[config.mk]
export PLATFORM = sky130hd
export DESIGN_NAME = fetch_queue
export DESIGN_NICKNAME = d
export VERILOG_FILES = /design/src/rtl/fetch_queue.sv
export SDC_FILE = /design/constraint.sdc
export NUM_CORES = 1
export LEC_CHECK = 0
export ABC_AREA = 1
export CORE_ASPECT_RATIO = 0.75
export CORE_MARGIN = 5
export CORE_UTILIZATION = 40
export DETAILED_ROUTE_END_ITERATION = 8
export PLACE_DENSITY_LB_ADDON = 0.15
export SLEW_MARGIN = 20
export SYNTH_ARGS = -nofsm -noshare
export SYNTH_HDL_FRONTEND = slang
export SYNTH_SLANG_ARGS = --single-unit
[constraint.sdc]
create_clock -name clk -period 10.9 [get_ports clk]
set_input_delay 2.18 -clock clk [delete_from_list [all_inputs] [get_ports clk]]
set_output_delay 2.18 -clock clk [all_outputs]
set_load 0.02 [all_outputs]
[src/rtl/fetch_queue.sv]
// rtl/fetch_queue.sv - sequential instruction fetch with imem req/ack handshake and DEPTH-entry decode FIFO
module fetch_queue #(
    parameter int              XLEN     = 32,
    parameter int              DEPTH    = 4,
    parameter logic [XLEN-1:0] RESET_PC = '0,
    parameter int              STEP     = 4
) (
    input  logic                       clk,
    input  logic                       rst,
    input  logic                       jump_i,
    input  logic [XLEN-1:0]            jump_addr_i,
    output logic                       imem_req_o,
    output logic [XLEN-1:0]            imem_addr_o,
    input  logic                       imem_ack_i,
    input  logic [XLEN-1:0]            imem_inst_i,
    output logic                       inst_valid_o,
    output logic [XLEN-1:0]            inst_o,
    output logic [XLEN-1:0]            inst_addr_o,
    input  logic                       inst_ready_i,
    output logic [$clog2(DEPTH+1)-1:0] count_o
);
    localparam int              PW     = $clog2(DEPTH);
    localparam int              CW     = $clog2(DEPTH+1);
    localparam logic [CW-1:0]   FULL   = CW'(DEPTH);
    localparam logic [XLEN-1:0] STEP_V = XLEN'(STEP);

    typedef enum logic [1:0] {IDLE, WAIT, DROP} state_t;

    state_t          state_q, state_d;
    logic [XLEN-1:0] pc_q, pc_d;
    logic [XLEN-1:0] addr_q, addr_d;
    logic            push, pop, flush;
    logic [CW-1:0]   count_q, next_count;
    logic [PW-1:0]   wr_ptr, rd_ptr;
    logic [XLEN-1:0] inst_mem [DEPTH];
    logic [XLEN-1:0] addr_mem [DEPTH];

    assign inst_valid_o = (count_q != '0);
    assign pop          = inst_valid_o & inst_ready_i;
    assign imem_req_o   = (state_q == WAIT) || (state_q == DROP);
    assign imem_addr_o  = addr_q;
    assign count_o      = count_q;
    assign inst_o       = inst_valid_o ? inst_mem[rd_ptr] : '0;
    assign inst_addr_o  = inst_valid_o ? addr_mem[rd_ptr] : '0;

    always_comb begin
        state_d    = state_q;
        pc_d       = pc_q;
        addr_d     = addr_q;
        push       = 1'b0;
        flush      = 1'b0;
        next_count = count_q + CW'(1) - CW'(pop);
        case (state_q)
            IDLE: begin
                if (jump_i) begin
                    flush   = 1'b1;
                    pc_d    = jump_addr_i;
                    addr_d  = jump_addr_i;
                    state_d = WAIT;
                end else if (count_q < FULL) begin
                    addr_d  = pc_q;
                    state_d = WAIT;
                end
            end
            WAIT: begin
                if (jump_i) begin
                    flush = 1'b1;
                    pc_d  = jump_addr_i;
                    // Without an ack the old request must stay up until imem answers it.
                    if (imem_ack_i) begin
                        addr_d = jump_addr_i;
                    end else begin
                        state_d = DROP;
                    end
                end else if (imem_ack_i) begin
                    push = 1'b1;
                    pc_d = pc_q + STEP_V;
                    if (next_count < FULL) begin
                        addr_d = pc_q + STEP_V;
                    end else begin
                        state_d = IDLE;
                    end
                end
            end
            DROP: begin
                if (jump_i) begin
                    flush = 1'b1;
                    pc_d  = jump_addr_i;
                end
                if (imem_ack_i) begin
                    addr_d  = pc_d;
                    state_d = WAIT;
                end
            end
            default: state_d = IDLE;
        endcase
    end

    always_ff @(posedge clk or posedge rst) begin
        if (rst) begin
            state_q <= IDLE;
            pc_q    <= RESET_PC;
            addr_q  <= RESET_PC;
            wr_ptr  <= '0;
            rd_ptr  <= '0;
            count_q <= '0;
            for (int i = 0; i < DEPTH; i++) begin
                inst_mem[i] <= '0;
                addr_mem[i] <= '0;
            end
        end else begin
            state_q <= state_d;
            pc_q    <= pc_d;
            addr_q  <= addr_d;
            if (flush) begin
                wr_ptr  <= '0;
                rd_ptr  <= '0;
                count_q <= '0;
            end else begin
                if (push) begin
                    inst_mem[wr_ptr] <= imem_inst_i;
                    addr_mem[wr_ptr] <= pc_q;
                    wr_ptr           <= wr_ptr + PW'(1);
                end
                if (pop) begin
                    rd_ptr <= rd_ptr + PW'(1);
                end
                count_q <= count_q + CW'(push) - CW'(pop);
            end
        end
    end
endmodule
# Word level (Yosys, flattened, before mapping)
# Index checks and enable logic that the tools add are counted.
# word_totals
reg_bits	329
in_bits	69
out_inout_bits	101
word_cells	95
# op_classes
add_sub_neg	7
magnitude_cmp	5
eq_ne	9
n_mux	42
bitwise_logic	4
n_reduce_logical	14
# ops
operator	n
32-bit two-way mux	17
128-bit bitwise mux	2
32-bit binary-select mux with 2-bit select	2
32-bit case mux with 3 select lines	1
32-bit demux with 2-bit select	1
32-bit case mux with 2 select lines	1
32-bit by 3-bit adder with 32-bit output, second input constant	1
2-bit two-way mux	11
3-bit inequality test, second input constant	4
5-bit AND reduction	2
3-bit greater-or-equal comparator, second input constant	2
3-bit < comparator, second input constant	2
2-bit NOT with 3-bit output	2
2-bit case mux with 3 select lines	1
2-bit nonzero test	3
3-bit nonzero test	2
3-bit by 1-bit subtractor with 3-bit output	2
1-bit two-way mux	5
2-bit by 1-bit adder with 2-bit output, second input constant	2
2-bit inequality test, second input constant	2
2-bit AND reduction	2
3-bit by 1-bit adder with 3-bit output	1
3-bit by 1-bit adder with 3-bit output, second input constant	1
3-bit by 1-bit < comparator with 1-bit output, second input constant	1
other kinds (11)	11

# Depth between registers and ports, before layout
# logic_depth
ltp_word	8
mapped_depth	15
mapped_depth_nobuf	14

# Worst setup path after synthesis
# OpenSTA, ideal clock, no wires.
# synth_timing
path_kind	input port to flip-flop
startpoint	input port jump_i
endpoint	register count_q[2] (netlist: count_o[2])
setup_time_ns	0.126
arrival_ns	3.762
required_time_ns	10.774
path_slack_ns	7.012
stages	12
n_path_buf	1
path_cell_list	buf_4 > nor2_4 > inv_2 > nor2_8 > inv_1 > ha_1 > inv_1 > ha_1 > inv_1 > fa_1 > xor2_1 > nor2_1
# synth_between
elab_chain_len	5
elab_cells_between_ends	7
cone_classes	add/sub: 2; mux: 5
# synth_rtl
item	line	text
start: declaration	10	input logic jump_i,
1-bit two-way mux	66	if (jump_i) begin
1-bit two-way mux	53	case (state_q)
3-bit by 1-bit adder with 3-bit output	128	count_q <= count_q + CW'(push) - CW'(pop);
3-bit by 1-bit subtractor with 3-bit output	128	
3-bit two-way mux (*)	115	if (flush) begin
end signal: assignment	128	
end: declaration	33	logic [CW-1:0] count_q, next_count;
# Every way passes the cells marked *; elsewhere a longest branch is shown, timed or not.
# A chain may end at the register's enable or synchronous reset.

# Final worst setup path
# layout_timing
startpoint	register rd_ptr[0]
endpoint	output port inst_addr_o[8]
# layout_between
elab_chain_len	5
# layout_rtl
item	line	text
start: declaration	34	logic [PW-1:0] wr_ptr, rd_ptr;
start signal: assignment	126	rd_ptr <= rd_ptr + PW'(1);
2-bit NOT with 3-bit output (not written as such)	44	assign inst_addr_o = inst_valid_o ? addr_mem[rd_ptr] : '0;
32-bit binary-select mux with 2-bit select	44	
32-bit two-way mux (not written as such) (2 in a row)	44	
32-bit two-way mux	44	
end: declaration	18	output logic [XLEN-1:0] inst_addr_o,
# Every way passes these cells. The select of a mux whose other input is x is not followed.

==> flow_summary.yaml <==
timing:
  setup_ws_ps: 4840
  final.setup_skew_ps: 10.3
  fin_setup_tns_ps: 0
  finalMaxSlewViolations: 0
  finalHoldViolCount: 0
  worst_slew_pin_slew_ps: 949
  fmax_ghz: 0.165
  rsz0062_at_grt: "no"
  min_period_over_period_pct: 55.6
  setup_viol: 0
  fin_crit_ps: 6060
  relSlewSlack_pct: 36.7
clocking:
  cts.clk_slew.worst_paths_ps: 60
  cts_setup_buffers: 0
  hold_buffers: 0
  cts_buffers: 37
  tritoncts: "yes"
  cts.sinks: 329
  ctsResizeCount: 0
  clockBufferDepth: 3
  insertion_delay_ps: 530
  cts_root_buf: "clkbuf_16"
  h-tree-depth: 2
critical_path:
  startpoint_type: "flop"
  required_ps: 8720
  rrSetupSlack_ps: 7530
  crit_fanout: 88
  critPathKind: "reg2out"
  worstSetupEndpointType: "output port"
  critPathArrivalTime_ps: 3880
logic_synthesis:
  ys_types: 35
  synth_top_family_by_area: "simple AND/OR/NAND/NOR gates"
  synth_seq_cells: 329
  synth_area_leaders: "dfrtp_1, nand2_1, nor2_1, o21ai_1, o21ai_0"
  synth_compound_area_share_pct: 17.8
  yosys.area.top_type: "dfrtp_1"
  yosysWarnings: 0
  ys_seq_area_share_pct: 49.8
  ys_dominant_reg_cell: "dfrtp_1"
  async_flop_share_pct: 100
  avgSynthCellArea_um2: 7.81
  muxShareOfSynthArea_pct: 0
  synth_edf_count: 0
  synth.top_cell.area_share_pct: 49.8
  synth_nets: 2198
  synthCells: 2116
  syn_area_um2: 16500
  synth_simple_gate_area_share_pct: 23.7
  yosys.area_share.adder_pct: 1.03
  synthXorXnorAreaFrac_pct: 0.0530
grt:
  first_global_vias: 14200
  grtUsageTotal_pct: 21.4
  grt_pass1_wl_um: 79400
  grt_max_degree: 188
  grt-ovfl-total: 0
  grt_antenna_before_repair: 0
die:
  die_h_um: 186
  coreArea_um2: 40800
  start_util_pct: 40.5
  io_pins: 170
  die_x_um: 245
  die-area_um2: 45500
  rows: 64
power:
  max-vdd-ir-drop_uv: 143
  p_leak_nw: 8.69
  cellPowerDensity_nw_per_um2: 290
  p_total_w: 0.00562
detailed_routing:
  antenna_left: 0
  dr.pass1.iters: 5
  via_per_inst: 5.27
  drcViolationCount: 0
  drt-total-wl_um: 48600
  routedWlPerCell_um: 17.7
  num_vias: 14500
  drt-initial-drc-count: 1572
placement:
  placed_area_um2: 18100
  dp_slack_ps: 5350
  place_hpwl_um: 30100
  gp_congestion: 0.883
  io_buffers: 169
cells_and_area:
  nNetsFinal: 2281
  post-route-cell-area_um2: 19400
  syn2layout_area_growth_pct: 17.4
  drive_gt1_share_pct: 5.17
  utilization_pct: 47.6
  antenna_cells: 0
  fillers: 4017
flow_run:
  cap_viol_max_count: 0
worst_hold_path:
  hold_class: "reg2reg"
outcome:
  outcome: "completed"
-- kinds of logic (layout without fill, tap and decap cells) --
family / count (synthesis) / after routing
XOR/XNOR: 1 / 1
adder cells (fa/ha/maj): 13 / 13
buffers and inverters: 240 / 348
AND/OR/NAND/NOR: 971 / 971
flip-flops: 329 / 329
AO/OA/AOI/OAI: 562 / 562
-- power by group --
part | internal (W) | leakage, nW | switching (W)
Combinational | 0.000913 | 3.74 | 0.00160
Clock | 0.000730 | 0.592 | 0.000507
Sequential | 0.00160 | 4.36 | 0.000277
-- layout make-up --
cell class | count | area, um^2 | share of cell area, %
inverters | 100 | 380 | 1.96
multi-input cells | 1547 | 7070 | 36.5
well taps | 528 | 661 | 3.41
clock inverters | 9 | 83.8 | 0.432
flip-flops and latches | 329 | 8240 | 42.5
repair buffers | 184 | 1840 | 9.49
clock buffers | 55 | 1110 | 5.74
-- registers in the layout, indices dropped and copies added (netlist names) --
name,count
count_o,3
wr_ptr,2
imem_addr_o,32
state_q,2
inst_mem,128
rd_ptr,2
pc_q,32
addr_mem,128
-- metal layers --
| metal | GRT usage (%) | wire length [um] |
|---|---|---|
| met1 | 32.4 | 24200 |
| met2 | 32.3 | 20600 |
| met3 | 4.08 | 3120 |
| met4 | 4.33 | 749 |
| met5 | 0 | 0 |
-- metrics by stage --
step,cells,hold WS (ps)
after floorplan,2116,454
after global placement,2687,466
after detailed placement,2687,468
after CTS,2751,484
after global routing,2752,504
final,2752,481
-- synth_stat cells (20+ instances only) --
library cell	n
dfrtp_1	329
a21oi_1	92
nor2_1	376
nand2_1	490
nand3_1	57
buf_4	20
o21ai_1	263
o21ai_0	160
buf_2	54
buf_6	27
inv_1	90
clkbuf_1	34
-- cell usage in the layout, fill, tap and decap left out, types with 3 or more instances in the layout --
cell type	instances
a21o_1	6
a21oi_1	92
a22oi_1	10
and2_1	3
buf_4	11
clkbuf_1	6
clkbuf_16	37
clkbuf_8	12
clkdlybuf4s50_1	168
clkinv_2	5
dfrtp_1	327
ha_1	12
inv_1	88
inv_2	10
nand2_1	490
nand2_2	5
nand2_4	7
nand3_1	57
nand4_1	18
nor2_1	375
nor2_4	8
nor2_8	3
o211ai_1	9
o21a_1	6
o21ai_0	160
o21ai_1	263
o221ai_1	8
o22ai_1	6
-- worst max-delay path, stage by stage, from the launching register on --
cell and delay (ps):
dfrtp_4 740, inv_2 600, buf_4 790, o21ai_0 200, a21oi_1 310, clkdlybuf4s50_1 680
-- worst paths after layout --
kind	startpoint	depth (start not counted)	endpoint
worst max-delay path	rd_ptr[0]	5	inst_addr_o[8]
worst min-delay path	imem_addr_o[28]	2	imem_addr_o[28]
worst max register to register	state_q[1]	11	addr_mem[69]
worst min register to register	imem_addr_o[28]	2	imem_addr_o[28]
max in group asynchronous	rst	5	inst_mem[0]
min in group asynchronous	rst	3	inst_mem[58]
Note: power is estimated with default switching activity, not from simulation.
